`config.mk`:
```
export PLATFORM = sky130hd
export DESIGN_NAME = boot_sequencer
export DESIGN_NICKNAME = d
export VERILOG_FILES = /design/src/rtl/boot_sequencer.sv
export SDC_FILE = /design/constraint.sdc
export NUM_CORES = 1
export LEC_CHECK = 0
export CORE_ASPECT_RATIO = 0.5
export CORE_UTILIZATION = 55
export CTS_CLUSTER_SIZE = 16
export DETAILED_ROUTE_END_ITERATION = 8
export DONT_BUFFER_PORTS = 1
export PLACE_DENSITY = 0.7
export REMOVE_ABC_BUFFERS = 1
export SLEW_MARGIN = 15
export SYNTH_ARGS = -nofsm -noshare
export SYNTH_HDL_FRONTEND = slang
export SYNTH_SLANG_ARGS = --single-unit
```
`constraint.sdc`:
```
create_clock -name clk_i -period 3.3 [get_ports clk_i]
set_input_delay 0.66 -clock clk_i [delete_from_list [all_inputs] [get_ports clk_i]]
set_output_delay 0.66 -clock clk_i [all_outputs]
set_load 0.01 [all_outputs]
```
`src/rtl/boot_sequencer.sv`:
```
// Board bringup sequencer: waits for PLL lock, holds the target in reset, waits for I2C
// bringup, then releases the target into user mode or the DFU bootloader.
module boot_sequencer #(
  parameter int RESET_DELAY     = 65535,
  parameter int BUTTON_DEBOUNCE = 12000,
  parameter int I2C_TIMEOUT     = 1200000
) (
  input  logic       clk_i,
  input  logic       reset_i,
  input  logic       clk_locked_i,
  input  logic       pwr_button_i,
  input  logic       i2c_done_i,
  input  logic       i2c_fail_i,
  input  logic       usb_reset_i,
  input  logic [7:0] dfu_state_i,
  output logic       resetn_release_o,
  output logic       user_bootmode_o,
  output logic       usb_pull_en_o,
  output logic       dfu_reset_o,
  output logic       fault_o,
  output logic [2:0] seq_state_o
);

  // state     | meaning
  // LOCK_WAIT | waiting for synchronised PLL lock
  // DELAY     | target held in reset for RESET_DELAY+1 cycles
  // I2C_WAIT  | waiting for board I2C bringup status
  // DECIDE    | one cycle: pick user run or DFU
  // USER_RUN  | target released, running user code
  // DFU       | bootloader active, USB pull-up on
  // FAULT     | bringup failed, only a button press leaves
  typedef enum logic [2:0] {
    LOCK_WAIT = 3'd0,
    DELAY     = 3'd1,
    I2C_WAIT  = 3'd2,
    DECIDE    = 3'd3,
    USER_RUN  = 3'd4,
    DFU       = 3'd5,
    FAULT     = 3'd6
  } state_t;

  localparam int DW = (RESET_DELAY > 0)     ? $clog2(RESET_DELAY + 1)     : 1;
  localparam int BW = (BUTTON_DEBOUNCE > 0) ? $clog2(BUTTON_DEBOUNCE + 1) : 1;
  localparam int TW = (I2C_TIMEOUT > 0)     ? $clog2(I2C_TIMEOUT + 1)     : 1;

  logic          lock_s1_q, lock_s2_q;
  logic          btn_s1_q, btn_s2_q;
  logic          btn_lvl_q;
  logic [BW-1:0] db_cnt_q;
  logic          btn_differ, btn_settle, press;

  state_t        state_q;
  logic [DW-1:0] dly_cnt_q;
  logic [TW-1:0] to_cnt_q;
  logic          boot_req_q;
  logic          resetn_release_q, user_bootmode_q, usb_pull_en_q, dfu_reset_q, fault_q;

  assign btn_differ = (btn_s2_q != btn_lvl_q);
  assign btn_settle = btn_differ && ((int'(db_cnt_q) + 1) >= BUTTON_DEBOUNCE);
  // A settle while the level is still high is the 1->0 edge, i.e. the press event
  assign press      = btn_settle && btn_lvl_q;

  always_ff @(posedge clk_i or posedge reset_i) begin
    if (reset_i) begin
      lock_s1_q <= 1'b0;
      lock_s2_q <= 1'b0;
      btn_s1_q  <= 1'b0;
      btn_s2_q  <= 1'b0;
      btn_lvl_q <= 1'b1;
      db_cnt_q  <= '0;
    end else begin
      lock_s1_q <= clk_locked_i;
      lock_s2_q <= lock_s1_q;
      btn_s1_q  <= pwr_button_i;
      btn_s2_q  <= btn_s1_q;
      if (!btn_differ) begin
        db_cnt_q <= '0;
      end else if (btn_settle) begin
        btn_lvl_q <= btn_s2_q;
        db_cnt_q  <= '0;
      end else begin
        db_cnt_q <= db_cnt_q + 1'b1;
      end
    end
  end

  always_ff @(posedge clk_i or posedge reset_i) begin
    if (reset_i) begin
      state_q          <= LOCK_WAIT;
      dly_cnt_q        <= '0;
      to_cnt_q         <= '0;
      boot_req_q       <= 1'b0;
      resetn_release_q <= 1'b0;
      user_bootmode_q  <= 1'b0;
      usb_pull_en_q    <= 1'b0;
      dfu_reset_q      <= 1'b1;
      fault_q          <= 1'b0;
    end else begin
      resetn_release_q <= (state_q == USER_RUN);
      user_bootmode_q  <= (state_q == DFU);
      usb_pull_en_q    <= (state_q == DFU);
      dfu_reset_q      <= !((state_q == DFU) && !usb_reset_i);
      fault_q          <= (state_q == FAULT);

      // Lock loss wins over everything except a latched fault
      if (!lock_s2_q && (state_q != FAULT)) begin
        state_q    <= LOCK_WAIT;
        boot_req_q <= 1'b0;
      end else begin
        if (press && ((state_q == LOCK_WAIT) || (state_q == DELAY) || (state_q == I2C_WAIT)))
          boot_req_q <= 1'b1;
        case (state_q)
          LOCK_WAIT: begin
            state_q   <= DELAY;
            dly_cnt_q <= DW'(RESET_DELAY);
          end
          DELAY: begin
            if (dly_cnt_q == '0) begin
              state_q  <= I2C_WAIT;
              to_cnt_q <= '0;
            end else begin
              dly_cnt_q <= dly_cnt_q - 1'b1;
            end
          end
          I2C_WAIT: begin
            if (i2c_fail_i)                                  state_q <= FAULT;
            else if (i2c_done_i)                             state_q <= DECIDE;
            else if ((int'(to_cnt_q) + 1) >= I2C_TIMEOUT)    state_q <= FAULT;
            else                                             to_cnt_q <= to_cnt_q + 1'b1;
          end
          DECIDE: begin
            if (boot_req_q || !btn_lvl_q) begin
              boot_req_q <= 1'b1;
              state_q    <= DFU;
            end else begin
              state_q <= USER_RUN;
            end
          end
          USER_RUN: if (press) state_q <= DFU;
          DFU:      if (usb_reset_i && (dfu_state_i == 8'h01)) state_q <= USER_RUN;
          FAULT:    if (press) state_q <= DFU;
          default: begin
            state_q    <= LOCK_WAIT;
            boot_req_q <= 1'b0;
          end
        endcase
      end
    end
  end

  assign resetn_release_o = resetn_release_q;
  assign user_bootmode_o  = user_bootmode_q;
  assign usb_pull_en_o    = usb_pull_en_q;
  assign dfu_reset_o      = dfu_reset_q;
  assign fault_o          = fault_q;
  assign seq_state_o      = state_q;

endmodule

```
# Word-level counts from Yosys, hierarchy flattened
# Index checks and enable logic that the tools add are counted.
# totals
register_bits	64
elab_cells	85
input_bits	15
out_inout_bits	8
# op_classes
n_eq_ne	18
addsub	5
reduce_logical	23
n_bitwise	1
magnitude_cmp	2
muxes	22
# op_table
operator	count
2-to-1 mux 21 bit	4
case mux 21 bit (2 select lines)	1
case mux 16 bit (2 select lines)	1
2-to-1 mux 14 bit	2
adder 21 x 1 -> 22 bit, second input constant	1
>= comparator 22 x 21 -> 1 bit, second input constant	1
adder 21 x 1 -> 21 bit, second input constant	1
2-to-1 mux 3 bit	7
case mux 3 bit (6 select lines)	1
zero test 16 bit	1
2-to-1 mux 16 bit	1
subtractor 16 x 1 -> 16 bit, second input constant	1
adder 14 x 1 -> 15 bit, second input constant	1
>= comparator 15 x 14 -> 1 bit, second input constant	1
adder 14 x 1 -> 14 bit, second input constant	1
== test 3 bit, second input constant	3
== test 8 x 1 -> 1 bit, second input constant	1
inequality test 2 bit, second input constant	4
== test 3 x 2 -> 1 bit, second input constant	2
logical AND 1 bit	6
inequality test 3 x 1 -> 1 bit, second input constant	2
AND reduction 6 bit	1
OR reduction 6 bit	1
inequality test 5 x 4 -> 1 bit, second input constant	1
16 further kinds	25

# Depth between registers and ports, before layout
# depth
word_depth	9
ltp_mapped	11
depth_no_buf	9

# Least setup slack after synthesis
# No wires, ideal clock.
# synth_timing
kind	reg-to-reg
start	register to_cnt_q[0]
end	register to_cnt_q[16]
t_required_ps	3160
period_less_slack_ps	2531
path_stages_with_launch	11
arrival_time_ps	2390
setup_slack_ps	769
n_path_buf	2
path_cell_list	dfrtp_1 ha_1 and3_1 nand4_2 nor3_1 mux2_1 o21ai_1 a32o_1 buf_6 buf_6 a31oi_2
# synth_between
elab_chain_len	5
# synth_lines
element	line	source
from (decl)	54	logic [TW-1:0] to_cnt_q;
from (signal assigned)	129	else to_cnt_q <= to_cnt_q + 1'b1;
branches (longest 5 deep; another with adder 21 x 1 -> 22 bit)	-	
# Parallel ways; which one is timed is not known. The select of a mux whose other input is x is not followed.
# A chain may end at the register's enable or synchronous reset.

# Worst setup path in the final report
# layout_timing
start	register to_cnt_q[0]
end	register to_cnt_q[5]
# Same word-level chain as after synthesis.

==> results.sh <==
export IMPL_numCtsBuffers=9
export IMPL_firstDrtPassIters=5
export IMPL_cpPeakStageDelay_ns=0.65
export IMPL_drive_gt1_share_pct=12.6
export IMPL_cts_setup_buffers=0
export IMPL_utilization_pct=64.8
export IMPL_clock_path_buffers=2
export IMPL_synth_compound_area_share_pct=20.2
export IMPL_fin_nets=457
export IMPL_clock_sinks=64
export IMPL_routedWlPerCell_um=17.4
export IMPL_postPlaceCellArea_um2=4130
export IMPL_async_flop_share_pct=100
export IMPL_final_common_cell="dfrtp_1"
export IMPL_clock_latency_ns=0.33
export IMPL_start_util_pct=58.5
export IMPL_die_h_um=62.5
export IMPL_synth_edf_count=0
export IMPL_dp_hpwl_mm=6.31
export IMPL_yosysWarnings=0
export IMPL_synth_top_family_by_area="simple AND/OR/NAND/NOR gates"
export IMPL_drcViolationCount=0
export IMPL_vdd_drop_max_uv=410
export IMPL_pre_cts_ws_ns=0.0695
export IMPL_coreArea_um2=6880
export IMPL_cts_tree="yes"
export IMPL_max_freq_mhz=346
export IMPL_cp_data_arrival_time_ns=3.07
export IMPL_cp_start_kind="flop"
export IMPL_finalClockSkew_ns=0.00555
export IMPL_die_width_um=123
export IMPL_synthSimpleGateAreaFrac_pct=27.1
export IMPL_fin_tns_setup_ns=0
export IMPL_synthAdderAreaFrac_pct=0.932
export IMPL_required_ns=3.48
export IMPL_maxSlewViolCount=0
export IMPL_worst_pin_slew_ns=0.739
export IMPL_first_global_vias=3325
export IMPL_whs_ns=0.336
export IMPL_fin_crit_ns=2.89
export IMPL_grt_antenna_before_repair=0
export IMPL_avgSynthCellArea_um2=9.16
export IMPL_fillers=556
export IMPL_grt_use_total_pct=26.6
export IMPL_cp_slowest_cell="a32o_2"
export IMPL_status="finished clean"
export IMPL_end_kind="flop"
export IMPL_synth_main_ff_cell="dfrtp_1"
export IMPL_ant_nets=0
export IMPL_finalWorstSetupSlack_ns=0.408
export IMPL_ys_ff_latch=64
export IMPL_cts_repair_resized=0
export IMPL_grt_pass1_wl_mm=15.9
export IMPL_cap_violations=0
export IMPL_clk_pin_slew_worst_paths_ns=0.05
export IMPL_antenna_cells=0
export IMPL_hold_viol_final=0
export IMPL_max_slew_margin_pct=50.7
export IMPL_ctsHoldBuffers=0
export IMPL_finalSetupViolations=0
export IMPL_synth_mux_area_share_pct=1.06
export IMPL_final_area_um2=4460
export IMPL_rows=21
export IMPL_viasPerCell=6.38
export IMPL_worst_setup_path_type="reg -> reg"
export IMPL_syn_to_final_growth_pct=10.7
export IMPL_mostFrequentLayoutCells="62 x dfrtp_1, 41 x nor2_1, 38 x nand2_1"
export IMPL_io_pins=23
export IMPL_finalCritPeriodShare_pct=87.6
export IMPL_worstHoldPathType="in -> async"
export IMPL_vias=3420
export IMPL_root_buffer="clkbuf_16"
export IMPL_path_max_fanout=19
export IMPL_ys_seq_area_share_pct=39.8
export IMPL_synth_distinct_cells=61
export IMPL_routed_wl_mm=9.32
export IMPL_drt_iter0_markers=334
export IMPL_synth_xor_area_share_pct=6.09
export IMPL_p_per_area_nw_per_um2=579
export IMPL_portBuffers=0
export IMPL_critical_path_cell_chain="ha_1 -> and3_1 -> nand4_2 -> nor3_1 -> mux2_1 -> o21ai_1 -> a32o_2 -> a31oi_1"
export IMPL_p_leak_nw=1.70
export IMPL_gr_total_overflow=0
export IMPL_rsz0062_at_grt="no"
export IMPL_syn_cell_area_um2=4030
export IMPL_htree_levels=3
export IMPL_synthCells=440
export IMPL_globalplace_congestion=0.889
export IMPL_grt_max_degree=35
export IMPL_dieArea_um2=7690
[cell usage after synthesis (3+ instances only)]
cell type / instances / area, µm²
dfrtp_1: 62 / 1550
a21oi_1: 10 / 50.1
xnor2_1: 11 / 96.3
and2_1: 4 / 25.0
ha_1: 3 / 37.5
a31oi_2: 6 / 75.1
nand2b_1: 8 / 50.1
nor2b_1: 9 / 56.3
nand4b_1: 3 / 26.3
o21ai_0: 12 / 60.1
clkbuf_1: 16 / 60.1
a31oi_1: 15 / 93.8
and4_1: 5 / 43.8
a41oi_1: 22 / 193
xor2_1: 17 / 149
and3_1: 8 / 50.1
a31oi_4: 4 / 85.1
nor4_1: 9 / 56.3
nand4_1: 5 / 31.3
nand3_1: 22 / 110
nor3_1: 13 / 65.1
inv_1: 15 / 56.3
or3_1: 16 / 100
nand2_1: 38 / 143
buf_2: 9 / 45.0
a211oi_1: 5 / 37.5
o22ai_1: 4 / 25.0
nor2_1: 41 / 154
[area by class of cell]
cell class / count / area, µm² / share of cell area [%]
Sequential cell: 64 / 1600 / 36.0
Inverter: 15 / 56.3 / 1.26
Timing Repair Buffer: 17 / 128 / 2.86
Clock buffer: 11 / 243 / 5.44
Tap cell: 92 / 115 / 2.58
Clock inverter: 5 / 81.3 / 1.82
Multi-Input combinational cell: 332 / 2230 / 50.0
[through the flow]
step	instances	power [mW]
3_5_place_dp	520	1.56
2_1_floorplan	411	1.36
3_3_place_gp	520	1.54
6_report	536	2.58
5_1_grt	536	2.72
4_1_cts	536	2.59
[power by group]
group / total, mW / switching, mW / internal, mW
registers: 0.970 / 0.128 / 0.842
logic: 0.581 / 0.363 / 0.218
clock network: 1.03 / 0.350 / 0.681
total: 2.58 / 0.841 / 1.74
[worst max-delay path, delay by kind of cell (launching register included)]
family	cells	cell delay [ns]
and+or+nand+nor	3	0.66
adders and majority gates	1	0.27
DFF	1	0.50
AOI/OAI and AO/OA	3	0.94
muxes	1	0.36
[layer usage]
metal | track usage [%] | part of all wire (%) | wire, µm | vias to the layer above
met5 | 0 | 0 | 0 | -
met4 | 7.98 | 1.3 | 125 | 0
met3 | 7.85 | 4.1 | 380 | 13
met2 | 43.3 | 49 | 4580 | 76
met1 | 34.3 | 45 | 4240 | 1694
li1 | - | - | - | 1637
[final timing paths]
path | slack, ns | from | endpoint | cells after the start
max reg2reg | 0.41 | to_cnt_q[0]$_DFFE_PP0P_ | to_cnt_q[5]$_DFFE_PP0P_ | 8
max in group asynchronous | 2.14 | reset_i | dfu_reset_o$_DFF_PP1_ | 2
max | 0.41 | to_cnt_q[0]$_DFFE_PP0P_ | to_cnt_q[5]$_DFFE_PP0P_ | 8
min in group clk_i | 0.35 | btn_s1_q$_DFF_PP0_ | btn_s2_q$_DFF_PP0_ | 0
min | 0.34 | reset_i | btn_s1_q$_DFF_PP0_ | 1
min reg2reg | 0.35 | btn_s1_q$_DFF_PP0_ | btn_s2_q$_DFF_PP0_ | 0
[flip-flops by register name, summed over array words and instances (netlist names), 3 cells and up]
| register | flops |
|---|---|
| dly_cnt_q | 16 |
| to_cnt_q | 21 |
| db_cnt_q | 14 |
| seq_state_o | 3 |
[logic make-up after synthesis]
| family | Yosys count |
|---|---|
| buf+inv | 44 |
| simple gates | 196 |
| mux | 4 |
| xor+xnor | 28 |
| fa+ha+maj | 3 |
| compound gates | 101 |
| flops | 64 |
(Power assumes the default switching activity.)
